## src/rtl/td4_pkg.sv

```systemverilog
// Shared widths and loader FSM state encoding for the TD4 program memory
// and its serial loader.
package td4_pkg;

    localparam int ADDR_W   = 4;
    localparam int WORD_W   = 8;
    localparam int NIBBLE_W = 4;

    typedef enum logic [1:0] {
        IDLE  = 2'd0,
        SHIFT = 2'd1,
        WRITE = 2'd2,
        DONE  = 2'd3
    } loader_state_t;

endpackage

```

## src/rtl/program_loader_if.sv

```systemverilog
// Write-side bus into the TD4 program memory: address, split byte and strobe.
interface program_loader_if;
    import td4_pkg::*;

    logic [ADDR_W-1:0]   mem_address;
    logic [NIBBLE_W-1:0] mem_opcode;
    logic [NIBBLE_W-1:0] mem_immediate;
    logic                mem_write;

    modport master (
        output mem_address,
        output mem_opcode,
        output mem_immediate,
        output mem_write
    );

    modport slave (
        input mem_address,
        input mem_opcode,
        input mem_immediate,
        input mem_write
    );
endinterface

```

## src/rtl/program_loader_sync_edge.sv

```systemverilog
// Multi-stage synchroniser for the serial clock/data pair with a registered
// rising-edge pulse on the synchronised clock and data aligned to it.
module sync_edge #(
    parameter int SYNC_STAGES = 2
) (
    input  logic clk,
    input  logic rst,
    input  logic sck,
    input  logic sdi,
    output logic sdi_s,
    output logic sck_rise
);

    logic [SYNC_STAGES-1:0] sck_pipe_reg;
    logic [SYNC_STAGES-1:0] sdi_pipe_reg;
    logic                   sck_prev_reg;
    logic                   sck_rise_reg;
    logic                   sdi_s_reg;

    generate
        for (genvar gi = 0; gi < SYNC_STAGES; gi++) begin : g_sync
            if (gi == 0) begin : g_first
                always_ff @(posedge clk) begin
                    if (rst) begin
                        sck_pipe_reg[gi] <= 1'b0;
                        sdi_pipe_reg[gi] <= 1'b0;
                    end else begin
                        sck_pipe_reg[gi] <= sck;
                        sdi_pipe_reg[gi] <= sdi;
                    end
                end
            end else begin : g_rest
                always_ff @(posedge clk) begin
                    if (rst) begin
                        sck_pipe_reg[gi] <= 1'b0;
                        sdi_pipe_reg[gi] <= 1'b0;
                    end else begin
                        sck_pipe_reg[gi] <= sck_pipe_reg[gi-1];
                        sdi_pipe_reg[gi] <= sdi_pipe_reg[gi-1];
                    end
                end
            end
        end
    endgenerate

    // Pulse and data are registered together so the FSM sees a matched pair.
    always_ff @(posedge clk) begin
        if (rst) begin
            sck_prev_reg <= 1'b0;
            sck_rise_reg <= 1'b0;
            sdi_s_reg    <= 1'b0;
        end else begin
            sck_prev_reg <= sck_pipe_reg[SYNC_STAGES-1];
            sck_rise_reg <= sck_pipe_reg[SYNC_STAGES-1] & ~sck_prev_reg;
            sdi_s_reg    <= sdi_pipe_reg[SYNC_STAGES-1];
        end
    end

    assign sck_rise = sck_rise_reg;
    assign sdi_s    = sdi_s_reg;

endmodule

```

## src/rtl/program_loader.sv

```systemverilog
// Serial loader for the 16 x 8-bit TD4 program memory: shifts in bytes MSB
// first, writes them to consecutive addresses and holds the CPU meanwhile.
module program_loader
    import td4_pkg::*;
#(
    parameter int WORDS       = 16,
    parameter int SYNC_STAGES = 2,
    parameter int TIMEOUT     = 1023
) (
    input  logic             clk,
    input  logic             rst,
    input  logic             load_en,
    input  logic             ser_sck,
    input  logic             ser_sdi,
    program_loader_if.master mem,
    output logic             cpu_hold,
    output logic             done,
    output logic             error
);

    localparam logic [ADDR_W-1:0] LAST_ADDR = ADDR_W'(WORDS - 1);
    localparam logic [9:0]        TOUT_LAST = 10'(TIMEOUT - 1);

    logic sdi_s;
    logic sck_rise;

    sync_edge #(
        .SYNC_STAGES (SYNC_STAGES)
    ) u_sync_edge (
        .clk      (clk),
        .rst      (rst),
        .sck      (ser_sck),
        .sdi      (ser_sdi),
        .sdi_s    (sdi_s),
        .sck_rise (sck_rise)
    );

    loader_state_t       state_reg;
    logic [WORD_W-1:0]   shreg_reg;
    logic [2:0]          bit_cnt_reg;
    logic [ADDR_W-1:0]   addr_reg;
    logic [9:0]          tout_reg;
    logic [ADDR_W-1:0]   mem_address_reg;
    logic [NIBBLE_W-1:0] mem_opcode_reg;
    logic [NIBBLE_W-1:0] mem_immediate_reg;
    logic                mem_write_reg;
    logic                cpu_hold_reg;
    logic                done_reg;
    logic                error_reg;
    logic [WORD_W-1:0]   shreg_next;

    assign shreg_next = {shreg_reg[WORD_W-2:0], sdi_s};

    always_ff @(posedge clk) begin
        if (rst) begin
            state_reg         <= IDLE;
            shreg_reg         <= '0;
            bit_cnt_reg       <= '0;
            addr_reg          <= '0;
            tout_reg          <= '0;
            mem_address_reg   <= '0;
            mem_opcode_reg    <= '0;
            mem_immediate_reg <= '0;
            mem_write_reg     <= 1'b0;
            cpu_hold_reg      <= 1'b0;
            done_reg          <= 1'b0;
            error_reg         <= 1'b0;
        end else begin
            mem_write_reg <= 1'b0;
            case (state_reg)
                IDLE: begin
                    if (load_en) begin
                        state_reg    <= SHIFT;
                        error_reg    <= 1'b0;
                        addr_reg     <= '0;
                        bit_cnt_reg  <= '0;
                        tout_reg     <= '0;
                        cpu_hold_reg <= 1'b1;
                    end
                end
                SHIFT: begin
                    if (!load_en) begin
                        state_reg    <= IDLE;
                        error_reg    <= 1'b1;
                        cpu_hold_reg <= 1'b0;
                    end else if (sck_rise) begin
                        shreg_reg   <= shreg_next;
                        bit_cnt_reg <= bit_cnt_reg + 3'd1;
                        tout_reg    <= '0;
                        // Launch the write with the completed byte so the
                        // strobe is high for exactly the WRITE cycle.
                        if (bit_cnt_reg == 3'd7) begin
                            state_reg         <= WRITE;
                            mem_write_reg     <= 1'b1;
                            mem_address_reg   <= addr_reg;
                            mem_immediate_reg <= shreg_next[7:4];
                            mem_opcode_reg    <= shreg_next[3:0];
                        end
                    end else if (bit_cnt_reg != 3'd0) begin
                        if (tout_reg == TOUT_LAST) begin
                            bit_cnt_reg <= '0;
                            tout_reg    <= '0;
                            error_reg   <= 1'b1;
                        end else begin
                            tout_reg <= tout_reg + 10'd1;
                        end
                    end
                end
                WRITE: begin
                    addr_reg <= addr_reg + 1'b1;
                    tout_reg <= '0;
                    if (!load_en) begin
                        state_reg    <= IDLE;
                        error_reg    <= 1'b1;
                        cpu_hold_reg <= 1'b0;
                    end else if (addr_reg == LAST_ADDR) begin
                        state_reg    <= DONE;
                        done_reg     <= 1'b1;
                        cpu_hold_reg <= 1'b0;
                    end else begin
                        state_reg <= SHIFT;
                    end
                end
                DONE: begin
                    if (!load_en) begin
                        state_reg <= IDLE;
                        done_reg  <= 1'b0;
                    end
                end
                default: state_reg <= IDLE;
            endcase
        end
    end

    assign mem.mem_address   = mem_address_reg;
    assign mem.mem_opcode    = mem_opcode_reg;
    assign mem.mem_immediate = mem_immediate_reg;
    assign mem.mem_write     = mem_write_reg;
    assign cpu_hold          = cpu_hold_reg;
    assign done              = done_reg;
    assign error             = error_reg;

endmodule
```

## src/flat_wrapper.sv

```systemverilog
// flat-port wrapper written by rule: the top's interface ports become plain ports
module program_loader_flat import td4_pkg::*;
#(
    parameter int WORDS       = 16,
    parameter int SYNC_STAGES = 2,
    parameter int TIMEOUT     = 1023
)
  (clk, rst, load_en, ser_sck, ser_sdi, cpu_hold, done, error, mem_mem_address, mem_mem_opcode, mem_mem_immediate, mem_mem_write);
  program_loader_if mem_i ();
  input  logic clk;
  input  logic rst;
  input  logic load_en;
  input  logic ser_sck;
  input  logic ser_sdi;
  output logic cpu_hold;
  output logic done;
  output logic error;
  output wire logic [$bits(mem_i.mem_address)-1:0] mem_mem_address;
  output wire logic [$bits(mem_i.mem_opcode)-1:0] mem_mem_opcode;
  output wire logic [$bits(mem_i.mem_immediate)-1:0] mem_mem_immediate;
  output wire logic [$bits(mem_i.mem_write)-1:0] mem_mem_write;
  assign mem_mem_address = mem_i.mem_address;
  assign mem_mem_opcode = mem_i.mem_opcode;
  assign mem_mem_immediate = mem_i.mem_immediate;
  assign mem_mem_write = mem_i.mem_write;
  program_loader #(.WORDS(WORDS), .SYNC_STAGES(SYNC_STAGES), .TIMEOUT(TIMEOUT)) u_core (.clk(clk), .rst(rst), .load_en(load_en), .ser_sck(ser_sck), .ser_sdi(ser_sdi), .mem(mem_i), .cpu_hold(cpu_hold), .done(done), .error(error));
endmodule
```

## config.mk

```make
export PLATFORM = sky130hd
export DESIGN_NAME = program_loader_flat
export DESIGN_NICKNAME = d
export VERILOG_FILES = /design/src/rtl/td4_pkg.sv /design/src/rtl/program_loader_if.sv /design/src/rtl/program_loader_sync_edge.sv /design/src/rtl/program_loader.sv /design/src/flat_wrapper.sv
export SDC_FILE = /design/constraint.sdc
export NUM_CORES = 1
export LEC_CHECK = 0
export ABC_AREA = 1
export ABC_CLOCK_PERIOD_IN_PS = 3700
export CORE_MARGIN = 1
export CORE_UTILIZATION = 45
export DETAILED_ROUTE_END_ITERATION = 10
export GPL_ROUTABILITY_DRIVEN = 0
export GPL_TIMING_DRIVEN = 0
export PLACE_DENSITY = 0.65
export REMOVE_ABC_BUFFERS = 1
export SYNTH_ARGS = -nofsm -noshare
export SYNTH_HDL_FRONTEND = slang
export SYNTH_SLANG_ARGS = --single-unit
```

## constraint.sdc

```tcl
create_clock -name clk -period 3.7 [get_ports clk]
set_input_delay 0.925 -clock clk [delete_from_list [all_inputs] [get_ports clk]]
set_output_delay 0.925 -clock clk [all_outputs]
set_load 0.01 [all_outputs]
```

==> tab_implementation.tex <==
\begin{tabular}{lr}
\hline
Metric & Value \\
\hline
\multicolumn{2}{l}{\textbf{Final layout}} \\
Fill cell total of the finished layout & 433 \\
Final net count & about 310 \\
Fraction of layout cells with a size suffix above 1 & 10.7\% \\
Number of standard cells in the final layout excluding fillers & around 350 \\
Design Area, Final & between 2000 and 2500 um2 \\
Number of flip-flops under the largest register name & 10 \\
Ant diodes & 0 \\
Layout overhead on the synthesized area & 15.7\% \\
\multicolumn{2}{l}{\textbf{Place}} \\
Post-DP HPWL & about 2.8 mm \\
Instance area at placement & between 2000 and 2500 um2 \\
Cell count after placement & 344 \\
IO buf count & 20 \\
\multicolumn{2}{l}{\textbf{STA}} \\
Final hold violation count & 0 \\
Worst hold slack & between 0.4 and 0.5 ns \\
Max-slew headroom at the worst pin & between 40\% and 50\% \\
Slew at the pin closest to its max-slew limit & 0.753 ns \\
Max Clk Rate & around 380 MHz \\
RSZ-0062 raised after global routing & no \\
Final number of setup-violating endpoints & 0 \\
Crit path time final & around 2.6 ns \\
Setup TNS after final layout & 0 ns \\
Final number of max-transition violations & 0 \\
Final cycle utilization of the critical path & between 70 and 80\% \\
Final clock skew & between 0.01 and 0.015 ns \\
\multicolumn{2}{l}{\textbf{Global routing}} \\
Number of global-route vias before repair & between 1500 and 2000 \\
GRT met2 Usage & a little over a quarter \\
Global routing usage on met3 & about 3.4\% \\
Busiest metal layer after global routing & met2 \\
Antenna violations before repair & 0 \\
First-pass GRT wire length & 7.05 mm \\
Overall routing resource usage & between 10\% and 20\% \\
Maximum number of pins on one net before global-route repair & 22 \\
Routing usage on met1 & a little under a quarter \\
Total gr overflow & 0 \\
\multicolumn{2}{l}{\textbf{Route}} \\
DRC Markers & 0 \\
Average via count per standard cell & $\sim$5 \\
Final wirelength & between 3 and 4 mm \\
Antenna violation net count after detailed routing & 0 \\
First drt pass iteration count & 5 \\
WL per Instance & between 10 and 15 um \\
Number of vias after detailed routing & roughly 1800 \\
DRT iter0 DRCs & 63 \\
\multicolumn{2}{l}{\textbf{CTS}} \\
Clock root buffer & sky130\_fd\_sc\_hd\_\_clkbuf\_8 \\
Number of gates resized after CTS & 0 \\
Clock-pin transition on the worst setup and hold timing paths & about 0.09 ns \\
Buffers inserted during post-CTS setup optimization & 0 \\
Clock Path Buffers & 2 \\
Clock tree from TritonCTS & done \\
Worst-skew pair later-pin latency & 0.31 ns \\
Count of clock tree sinks & 49 \\
Clock H-tree levels & 2 \\
Clock buffer count from CTS & 5 \\
Quantity of hold-fixing buffers added after cts & 0 \\
\multicolumn{2}{l}{\textbf{Power and ir drop}} \\
Internal portion of total power & around 0.71 mW \\
Power spent charging and discharging nets & $\sim$0.26 mW \\
LEAKAGE & around 1.0 nW \\
Power density over cell area & 393 nW/um2 \\
Clk pwr share & between 30\% and 40\% \\
Total chip power & roughly 1 mW \\
Sequential power share & roughly 56\% \\
Highest ir drop seen on vdd & $\sim$0.22 mV \\
Power share of the combinational group & 11.7\% \\
Switch share & 27.0\% \\
\multicolumn{2}{l}{\textbf{Yosys}} \\
Seq cells post-synth & 49 \\
Portion of the post-synthesis area used by sequential elements & between 40\% and 50\% \\
Post-Synthesis Cells & 276 \\
Post-Syn Area & about 2200 um2 \\
Mean cell area of the mapped netlist & about 8 um2 \\
Number of unique standard cell types used by synthesis & 25 \\
Yosys synthesis warning count & 0 \\
\multicolumn{2}{l}{\textbf{Critical path}} \\
Startpoint-to-endpoint class of the critical path & input pin to flip-flop \\
Required time of the worst setup path & between 3 and 4 ns \\
Nature of the critical path endpoint & flip-flop \\
Arrival time of the worst setup path & 2.81 ns \\
Largest driver fanout on the critical path & 21 \\
Worst Setup Start Kind & input pin \\
\multicolumn{2}{l}{\textbf{Worst hold path}} \\
HP Class & flip-flop to flip-flop \\
\multicolumn{2}{l}{\textbf{Outcome}} \\
Status & completed \\
\multicolumn{2}{l}{\textbf{Die}} \\
Placement row count & 24 \\
Width of the chip & 71.1 um \\
Area of the core & about 4500 um2 \\
Die Outline Area & approximately 5100 um2 \\
Die height & 71.1 um \\
Initial core utilization & between 40\% and 50\% \\
Num ports & 21 \\
\multicolumn{2}{l}{\textbf{Job}} \\
Number of max-cap violations & 0 \\
\hline
\end{tabular}
cell usage in the layout, fill, tap and decap left out:
cell type                          n
sky130_fd_sc_hd__clkdlybuf4s50_1  20
sky130_fd_sc_hd__nor2_4            4
sky130_fd_sc_hd__clkinv_2          1
sky130_fd_sc_hd__o21ai_0          23
sky130_fd_sc_hd__clkinv_4          2
sky130_fd_sc_hd__nand3_4           1
sky130_fd_sc_hd__and3_1            2
sky130_fd_sc_hd__nand2_2           5
sky130_fd_sc_hd__nor3_1            5
sky130_fd_sc_hd__a21oi_2           1
sky130_fd_sc_hd__nand2_4           1
sky130_fd_sc_hd__o21ai_2           2
sky130_fd_sc_hd__or2_2             1
sky130_fd_sc_hd__inv_1            35
sky130_fd_sc_hd__inv_2             2
sky130_fd_sc_hd__nand3_1          12
sky130_fd_sc_hd__nor2_1           39
sky130_fd_sc_hd__xnor2_1           5
sky130_fd_sc_hd__inv_4             2
sky130_fd_sc_hd__a221oi_1          1
sky130_fd_sc_hd__a21oi_1          28
sky130_fd_sc_hd__nand2_1          37
sky130_fd_sc_hd__dfxtp_1          49
sky130_fd_sc_hd__nor2_2            5
sky130_fd_sc_hd__ha_1             10
sky130_fd_sc_hd__a211oi_1          2
sky130_fd_sc_hd__clkbuf_8          5
logic make-up after synthesis:
kind of cell	count (synthesis)	synth area share, %
DFF	49	45.6
adders and majority gates	10	5.82
and+or+nand+nor	112	24.4
AOI/OAI and AO/OA	57	14.2
buffers and inverters	43	7.91
xor gates and xnor gates	5	2.04
power groups by stage:
stage	combinational [mW]	sequential (mW)	clock, mW
2_1_floorplan	0.0837	0.559	0
3_3_place_gp	0.115	0.559	0
3_5_place_dp	0.115	0.560	0
4_1_cts	0.116	0.547	0.331
5_1_grt	0.131	0.549	0.354
6_report	0.115	0.547	0.315
critical path, stage by stage:
cell and delay [ns]:
sky130_fd_sc_hd__clkdlybuf4s50_1 0.96, sky130_fd_sc_hd__inv_1 0.49, sky130_fd_sc_hd__nand2_4 0.27, sky130_fd_sc_hd__inv_4 0.06, sky130_fd_sc_hd__nand2_2 0.06, sky130_fd_sc_hd__nor2_2 0.03
cell usage after synthesis:
library cell	n	area share, %
sky130_fd_sc_hd__nand2_2	5	1.5
sky130_fd_sc_hd__nor2_1	39	6.8
sky130_fd_sc_hd__xnor2_1	5	2.0
sky130_fd_sc_hd__a221oi_1	1	0.41
sky130_fd_sc_hd__nor2_2	5	1.5
sky130_fd_sc_hd__dfxtp_1	49	46
sky130_fd_sc_hd__inv_4	2	0.58
sky130_fd_sc_hd__a21oi_1	28	6.5
sky130_fd_sc_hd__clkbuf_1	3	0.52
sky130_fd_sc_hd__nor3_1	5	1.2
sky130_fd_sc_hd__a21oi_2	1	0.41
sky130_fd_sc_hd__buf_4	1	0.35
sky130_fd_sc_hd__nand2_4	1	0.52
sky130_fd_sc_hd__nand3_1	12	2.8
sky130_fd_sc_hd__ha_1	10	5.8
sky130_fd_sc_hd__and3_1	2	0.58
sky130_fd_sc_hd__nand2_1	37	6.5
sky130_fd_sc_hd__o21ai_2	2	0.81
sky130_fd_sc_hd__nor2_4	4	2.1
sky130_fd_sc_hd__a211oi_1	2	0.70
sky130_fd_sc_hd__or2_2	1	0.29
sky130_fd_sc_hd__o21ai_0	23	5.4
sky130_fd_sc_hd__inv_1	35	6.1
sky130_fd_sc_hd__inv_2	2	0.35
sky130_fd_sc_hd__nand3_4	1	0.81
path summary, 6_finish.rpt:
| check | start | end | slack [ns] | cells after the start |
|---|---|---|---|---|
| setup / recovery | rst | u_core.tout_reg[8] | 1.09 | 6 |
| hold / removal | u_core.u_sync_edge.sck_prev_reg | u_core.u_sync_edge.sck_rise | 0.40 | 1 |
| setup reg to reg | u_core.bit_cnt_reg[0] | u_core.mem.mem_address[1] | 2.00 | 7 |
| hold reg to reg | u_core.u_sync_edge.sck_prev_reg | u_core.u_sync_edge.sck_rise | 0.40 | 1 |
routing by layer:
metal	share of wire (%)	up-vias
met4	1.5	0
li1	-	931
met3	2.9	6
met5	0	-
met2	45	21
met1	50	803
metrics by stage:
step / utilization, % / setup WS (ns)
3_3_place_gp: 53.6 / 0.738
2_1_floorplan: - / 2.04
4_1_cts: 55.6 / 1.06
5_1_grt: 55.6 / 0.905
3_5_place_dp: 53.6 / 0.741
6_report: 55.6 / 1.09
layout make-up:
cell class	instances	area, um2	area share (%)
multi-input cells	184	1000	40.2
flip-flops and latches	49	981	39.4
repair buffers	20	200	8.04
inverters	39	151	6.08
clock buffers	5	68.8	2.77
well taps	52	65.1	2.61
clock inverters	3	22.5	0.905
Power figures use the tool's default switching activity.
